`src/rtl/uart_rx.sv`:
```
// UART receiver: 8N1, LSB first, idle-high line, internal baud counter.
// Delivers bytes on a held register with a valid/ack handshake and flags framing/overrun errors.
module uart_rx #(
    parameter int CLKS_PER_BIT = 16,
    parameter int DATA_BITS    = 8
) (
    input  logic                 clk,
    input  logic                 reset_i,
    input  logic                 rx_i,
    input  logic                 byte_ack_i,
    output logic [DATA_BITS-1:0] data_o,
    output logic                 byte_valid_o,
    output logic                 frame_err_o,
    output logic                 overrun_o,
    output logic                 busy_o,
    output logic [2:0]           state_o
);

    localparam int CNT_W = $clog2(CLKS_PER_BIT);
    localparam int BIT_W = $clog2(DATA_BITS + 1);

    localparam logic [2:0] ST_IDLE      = 3'd0;
    localparam logic [2:0] ST_START     = 3'd1;
    localparam logic [2:0] ST_DATA      = 3'd2;
    localparam logic [2:0] ST_STOP      = 3'd3;
    localparam logic [2:0] ST_WAIT_HIGH = 3'd4;

    // START is entered one edge after rx_s first reads low, so the start-bit
    // centre (half a bit after the fall reaches rx_s) is one count earlier.
    localparam logic [CNT_W-1:0] START_SAMPLE = CNT_W'(CLKS_PER_BIT / 2 - 2);
    localparam logic [CNT_W-1:0] LAST_CNT     = CNT_W'(CLKS_PER_BIT - 1);
    localparam logic [BIT_W-1:0] LAST_BIT     = BIT_W'(DATA_BITS - 1);

    logic                 sync1;
    logic                 rx_s;
    logic [2:0]           state;
    logic [CNT_W-1:0]     cnt;
    logic [BIT_W-1:0]     bit_cnt;
    logic [DATA_BITS-1:0] shift_reg;

    always_ff @(posedge clk or negedge reset_i) begin
        if (!reset_i) begin
            sync1 <= 1'b1;
            rx_s  <= 1'b1;
        end else begin
            sync1 <= rx_i;
            rx_s  <= sync1;
        end
    end

    always_ff @(posedge clk or negedge reset_i) begin
        if (!reset_i) begin
            state        <= ST_IDLE;
            cnt          <= '0;
            bit_cnt      <= '0;
            shift_reg    <= '0;
            data_o       <= '0;
            byte_valid_o <= 1'b0;
            frame_err_o  <= 1'b0;
            overrun_o    <= 1'b0;
        end else begin
            frame_err_o <= 1'b0;
            overrun_o   <= 1'b0;
            // A delivery in STOP below overrides this clear at the same edge.
            if (byte_ack_i) begin
                byte_valid_o <= 1'b0;
            end

            case (state)
                ST_IDLE: begin
                    if (!rx_s) begin
                        state <= ST_START;
                        cnt   <= '0;
                    end
                end

                ST_START: begin
                    if (cnt == START_SAMPLE) begin
                        cnt <= '0;
                        if (!rx_s) begin
                            state   <= ST_DATA;
                            bit_cnt <= '0;
                        end else begin
                            state <= ST_IDLE;
                        end
                    end else begin
                        cnt <= cnt + 1'b1;
                    end
                end

                ST_DATA: begin
                    if (cnt == LAST_CNT) begin
                        shift_reg <= {rx_s, shift_reg[DATA_BITS-1:1]};
                        cnt       <= '0;
                        bit_cnt   <= bit_cnt + 1'b1;
                        if (bit_cnt == LAST_BIT) begin
                            state <= ST_STOP;
                        end
                    end else begin
                        cnt <= cnt + 1'b1;
                    end
                end

                ST_STOP: begin
                    if (cnt == LAST_CNT) begin
                        cnt <= '0;
                        if (rx_s) begin
                            data_o       <= shift_reg;
                            byte_valid_o <= 1'b1;
                            overrun_o    <= byte_valid_o && !byte_ack_i;
                            state        <= ST_IDLE;
                        end else begin
                            frame_err_o <= 1'b1;
                            state       <= ST_WAIT_HIGH;
                        end
                    end else begin
                        cnt <= cnt + 1'b1;
                    end
                end

                // A break or stuck-low line must return high before a new start is accepted.
                ST_WAIT_HIGH: begin
                    if (rx_s) begin
                        state <= ST_IDLE;
                    end
                end

                default: begin
                    state <= ST_IDLE;
                end
            endcase
        end
    end

    assign busy_o  = (state != ST_IDLE);
    assign state_o = state;

endmodule
```
`config.mk`:
```
export PLATFORM = sky130hd
export DESIGN_NAME = uart_rx
export DESIGN_NICKNAME = d
export VERILOG_FILES = /design/src/rtl/uart_rx.sv
export SDC_FILE = /design/constraint.sdc
export NUM_CORES = 1
export LEC_CHECK = 0
export CELL_PAD_IN_SITES_DETAIL_PLACEMENT = 1
export CELL_PAD_IN_SITES_GLOBAL_PLACEMENT = 2
export CORE_ASPECT_RATIO = 1.5
export CORE_UTILIZATION = 31
export CTS_CLUSTER_DIAMETER = 60
export DETAILED_ROUTE_END_ITERATION = 10
export PLACE_DENSITY_LB_ADDON = 0.1
export SETUP_SLACK_MARGIN = 0.5
export SYNTH_ARGS = -nofsm -noshare
export SYNTH_HDL_FRONTEND = slang
export SYNTH_SLANG_ARGS = --single-unit
```
`constraint.sdc`:
```
create_clock -name clk -period 1.7 [get_ports clk]
set_clock_uncertainty 0.1 [all_clocks]
set_input_delay 0.17 -clock clk [delete_from_list [all_inputs] [get_ports clk]]
set_output_delay 0.17 -clock clk [all_outputs]
set_load 0.01 [all_outputs]
```
-- Word level (Yosys, flattened, before mapping)
Cells that the tools add are included.
- flip-flop bits (word level): 32
- input port bits: 4
- word-level logic and storage cells: 64
- add/sub/neg operators: 2
- equality and inequality tests: 14
- multiplexer cells: 26
- reductions and logical operators: 12
- operator list (cell ; count):
    two-way mux 3 bit ; 7
    two-way mux 4 bit ; 5
    case mux 3 bit (5 select lines) ; 1
    inequality test 2 bit, second input constant ; 7
    case mux 4 bit (3 select lines) ; 1
    two-way mux 1 bit ; 10
    adder 4 x 1 -> 4 bit, second input constant ; 2
    equality test 4 x 3 -> 1 bit, second input constant ; 2
    case mux 4 bit (2 select lines) ; 1
    equality test 3 x 2 -> 1 bit, second input constant ; 2
    AND reduction 6 bit ; 1
    nonzero test 3 bit ; 2
    equality test 4 bit, second input constant ; 1
    AND reduction 2 bit ; 2
    AND reduction 4 bit ; 1
    equality test 3 x 1 -> 1 bit, second input constant ; 1
    equality test 3 bit, second input constant ; 1
    zero test 3 bit ; 1
    AND reduction 3 bit ; 1
    two-way mux 2 bit ; 1
    nonzero test 2 bit ; 1
    OR reduction 2 bit ; 1
    logical AND 1 bit ; 1
    zero test 1 bit ; 1

-- Logic depth before layout (Yosys ltp)
- depth after elaboration: 5
- mapped depth: 6
- mapped depth without buffers: 6

-- Least setup slack after synthesis
No wires, ideal clock.
- kind: register to register
- start: register cnt[0]
- end: register bit_cnt[0]
- library setup time: 125 ps
- data arrival time: 1576 ps
- required time: 1475 ps
- slack: -101 ps
- stages on the path, launching flop included: 7
- period minus slack after synthesis: 1801 ps
- path through: dfrtp_1 > inv_1 > ha_1 > or3b_4 > nor4_4 > nor2_2 > mux2_4
- word-level cells in the longest chain between the ends: 3
- ends and longest elaborated chain (element ; RTL line ; text):
    start, declared ; 37 ; logic [CNT_W-1:0] cnt;
    start signal, assigned ; 87 ; cnt <= cnt + 1'b1;
    start signal, assigned ; 100 ; cnt <= cnt + 1'b1;
    start signal, assigned ; 117 ; cnt <= cnt + 1'b1;
    equality test 4 bit / equality test 4 x 3 -> 1 bit (equally long branches) ; 92, 78 ;
    inequality test 2 bit (no line) ; -- ;
    AND reduction 4 bit (no line) * ; -- ;
    end signal, assigned ; 95 ; bit_cnt <= bit_cnt + 1'b1;
    end, declared ; 38 ; logic [BIT_W-1:0] bit_cnt;
Every way passes the cells marked *; elsewhere a longest branch is shown, timed or not.
A chain may end at the register's enable or synchronous reset.

-- Worst setup path after layout
- start: register cnt[0]
- end: register state[1], in the netlist state_o[1]
- word-level cells in the longest chain between the ends: 3
- ends and longest elaborated chain (element ; RTL line ; text):
    equality test 4 bit / equality test 4 x 3 -> 1 bit (equally long branches) ; 92, 105, 78 ;
    inequality test 2 bit (no line) ; -- ;
    AND reduction 6 bit (no line) * ; -- ;
    end signal, assigned ; 97 ; state <= ST_STOP;
    end signal, assigned ; 111 ; state <= ST_IDLE;
    end signal, assigned ; 114 ; state <= ST_WAIT_HIGH;
    end, declared ; 36 ; logic [2:0] state;
Marked as above.

==> out/qor_table.md <==
| Result | This run | Unit |
| --- | --- | --- |
| Result of the run | finished with violations | - |
| Violations in the final reports | DRC, setup timing | - |
| Combined global-route utilization of all metal layers | 0.1678 | - |
| I/O Buffers | 18 | - |
| Sequential cell area fraction in the yosys report | 0.5607 | - |
| Worst vdd rail ir drop | 0.6755 | mV |
| Number of vias after detailed routing | 1154 | - |
| WP data required | 1.81 | ns |
| Final critical-path required period | 1.782 | ns |
| Share of total power in the clock network | 0.236 | - |
| Number of standard cells in the layout, taps in and fillers out | 227 | - |
| Crit path launch | cnt[0] | - |
| Most common cell after layout, fill and taps aside | sky130_fd_sc_hd__nand2_1 | - |
| Clock buffer depth | 2 | - |
| Number of warning messages in the yosys log | 0 | - |
| Total Negative Setup Slacks | -0.1965 | ns |
| Global Route met3 Usage | 0.03659 | - |
| Maximum Capacitance Violations | 0 | - |
| Met2 Usage GRT | 0.2981 | - |
| Power per cell area | 1273 | mW/mm² |
| Layout Area Growth over Synthesis | 46.20 | % |
| GRT met1 Usage | 0.1881 | - |
| Final setup fails | 4 | - |
| # clock sinks | 32 | - |
| Number of pins with negative max-slew slack in the final report | 0 | - |
| Vias in the first global route | 1255 | - |
| Tightest hold margin | 0.1543 | ns |
| Layer with the highest usage | met2 | - |
| Leakage component of the power | 0.001015 | µW |
| Grt ovf | 0 | - |
| Syn Nets | 139 | - |
| Per-cell via count in the routed design | 5.084 | - |
| Worst path slowest cell | sky130_fd_sc_hd__dfrtp_1 | - |
| Number of design-rule violations left by the first detailed-router iteration | 29 | - |
| Slowest Stage Delay on Critical Path | 0.40 | ns |
| Maximum number of pins on one net before global-route repair | 33 | - |
| Setup CP Type | reg2reg | - |
| Clock root buffer master | sky130_fd_sc_hd__clkbuf_8 | - |
| Mean post-synth cell area | 10.85 | µm² |
| Period utilisation layout | 1.048 | - |
| Antenna Diode Count | 0 | - |
| Pre-antenna DRT Iters | 7 | - |
| Peak clock frequency supported by timing | 561.1 | MHz |
| Maximum net fanout on the critical path | 3 | - |
| Number of distinct library cells after synthesis | 34 | - |
| Initial antenna violation count | 0 | - |
| Net switching power | 848.4 | µW |
| Slew @ Worst Pin | 0.2985 | ns |
| Htree depth | 2 | - |
| Comb power frac | 0.403 | - |
| Final net count | 188 | - |
| Clock Latency Late Sink | 0.28 | ns |
| Final Power | 2666 | µW |
| Vertical die dimension | 85.26 | µm |
| Unrepaired setup endpoints after global routing | yes | - |
| Die extent in x | 57.51 | µm |
| Wire length per cell after detailed routing | 15.82 | µm |
| Total wirelength of the detailed-routed design | 3592 | µm |
| Leading cell types in the layout, fill and taps excluded | sky130_fd_sc_hd__nand2_1, sky130_fd_sc_hd__dfrtp_1, sky130_fd_sc_hd__buf_4 | - |
| Fraction of final layout cells sized beyond drive strength 1 | 0.4254 | - |
| Cell area after synthesis | 0.001433 | mm² |
| Global-route wire length before repair | 6058 | µm |
| Data arrival time of the worst path | 1.89 | ns |
| Synthesized netlist cell count | 132 | - |
| Clock tree from TritonCTS | yes | - |
| Max transition margin | 0.8003 | - |
| Worst Path Buf+Inv | 2 | - |
| Number of placed I/O pins | 19 | - |
| Number of failing hold endpoints at the final stage | 0 | - |
| CP Capture Type | register | - |
| Worst Hold Class | in2async | - |
| Sw frac | 0.3183 | - |
| TritonCTS Buffers | 5 | - |
| Worst path setup slack after routing | -0.08223 | ns |
| Internal Pwr Total | 1817 | µW |
| Number of cells after detailed placement | 204 | - |
| Number of synthesized register bits | 32 | - |
| Post-route core utilization | 0.4851 | - |
| Initial core utilization | 0.3318 | - |
| Clock transition at the registers of the reported paths | 0.07 | ns |
| Core Area | 0.004318 | mm² |
| Cell class contributing the biggest share of worst-path delay | simple AND/OR/NAND/NOR gates | - |
| Count of standard-cell rows | 29 | - |
| Startpoint kind of the worst setup timing path | register | - |
| HPWL reported at the end of detailed placement | 2385 | µm |
| Gpl congestion | 0.7228 | - |
| Share of power burned in registers | 0.362 | - |
| Number of routed nets with antenna violations | 0 | - |
| Worst flop-to-flop path startpoint | cnt[0] | - |
| CP cell instances | inv_1, ha_1, or3b_4, buf_4, or3_1, a21oi_1 | - |
| DRC errors left | 1 | - |
| Hold buffer count at cts | 0 | - |
| Area of the die | 0.004903 | mm² |
-- worst register-to-register path, delay by kind of cell, from the launching register on --
kind            cells  cell delay [ns]
simple gates        2             0.71
flops               1             0.40
buf+inv             2             0.21
fa+ha+maj           1             0.16
compound gates      1             0.14
-- stage by stage --
step	area [µm²]	setup slack [ns]
3_3_place_gp	1780	-0.06688
2_1_floorplan	1461	-0.02343
6_report	2095	-0.08223
5_1_grt	2095	-0.1955
4_1_cts	2022	-0.09511
3_5_place_dp	1780	-0.1189
-- worst paths after layout --
path	slack, ns	to	cells after the start
max in group asynchronous	1.10	rx_s	2
max reg2reg	-0.08	state_o[1]	6
max	-0.08	state_o[1]	6
min	0.15	cnt[2]	2
min in group clk	0.21	sync1	1
min reg2reg	0.26	rx_s	0
-- cells by family (layout without fill, tap and decap cells) --
| family | after synthesis | in the layout | synth area share |
|---|---|---|---|
| mux | 10 | 10 | 0.08122 |
| flops | 32 | 32 | 0.5607 |
| buf+inv | 10 | 58 | 0.03406 |
| simple gates | 61 | 62 | 0.2227 |
| compound gates | 15 | 15 | 0.06900 |
| fa+ha+maj | 3 | 3 | 0.02620 |
| xor+xnor | 1 | 1 | 0.006115 |
-- synthesized netlist by cell type --
master                       n  area (µm²)
sky130_fd_sc_hd__nor2_1      9       33.78
sky130_fd_sc_hd__or2_2       1       6.260
sky130_fd_sc_hd__nor2_2      1       6.260
sky130_fd_sc_hd__a21o_1      1       7.510
sky130_fd_sc_hd__o21ai_0     3       15.01
sky130_fd_sc_hd__or3_1       2       12.51
sky130_fd_sc_hd__a22o_1      4       35.03
sky130_fd_sc_hd__dfstp_2     2       52.55
sky130_fd_sc_hd__mux2_2      9       101.4
sky130_fd_sc_hd__nand4_1     1       6.260
sky130_fd_sc_hd__a31oi_1     1       6.260
sky130_fd_sc_hd__nor3_1      5       25.02
sky130_fd_sc_hd__ha_1        3       37.54
sky130_fd_sc_hd__or3b_4      1       11.26
sky130_fd_sc_hd__nand2b_1    1       6.260
sky130_fd_sc_hd__clkbuf_1    4       15.01
sky130_fd_sc_hd__nand4b_1    1       8.760
sky130_fd_sc_hd__and4_1      1       8.760
sky130_fd_sc_hd__nand4b_4    1       23.77
sky130_fd_sc_hd__dfrtp_1    30       750.7
sky130_fd_sc_hd__a21oi_1     4       20.02
sky130_fd_sc_hd__nand2_1    30       112.6
sky130_fd_sc_hd__and3_1      1       6.260
sky130_fd_sc_hd__xor2_1      1       8.760
sky130_fd_sc_hd__o2bb2ai_1   1       8.760
sky130_fd_sc_hd__nand3b_1    2       15.01
sky130_fd_sc_hd__nand3_1     3       15.01
sky130_fd_sc_hd__clkbuf_2    2       10.01
sky130_fd_sc_hd__buf_2       1       5.000
sky130_fd_sc_hd__o22ai_1     1       6.260
sky130_fd_sc_hd__buf_6       1       11.26
sky130_fd_sc_hd__nor4_4      1       21.27
sky130_fd_sc_hd__inv_1       2       7.510
sky130_fd_sc_hd__mux2_4      1       15.01
-- final cells by class --
cell class                      count  area, µm²
Inverter                            2      7.507
Sequential cell                    32      805.8
Clock buffer                        7      96.34
Timing Repair Buffer               49      454.2
Tap cell                           46      57.56
Multi-Input combinational cell     91      673.1
Fill cell                         476       2223
-- what timing repair did --
| item | CTS | global route |
|---|---|---|
| cloned | 1 | 1 |
| resized for setup | 60 | 17 |
| pin swaps | 5 | 2 |
| setup buffers | 9 | 5 |
| setup endpoints to repair | 45 | 41 |
-- power by group through the flow --
stage / Sequential [µW] / Combinational, µW / Clock [µW]
final: 964 / 1070 / 629
after global routing: 982 / 1190 / 686
after CTS: 962 / 955 / 652
after detailed placement: 979 / 759 / 0
after global placement: 978 / 743 / 0
after floorplan: 934 / 470 / 0
-- per-layer routing --
| layer | share of wire | vias up | routed length [µm] |
|---|---|---|---|
| met4 | 0.019 | 0 | 68 |
| met2 | 0.56 | 19 | 2023 |
| met5 | 0 | - | 0 |
| li1 | - | 549 | - |
| met1 | 0.39 | 580 | 1393 |
| met3 | 0.030 | 6 | 107 |
Power figures use the tool's default switching activity.
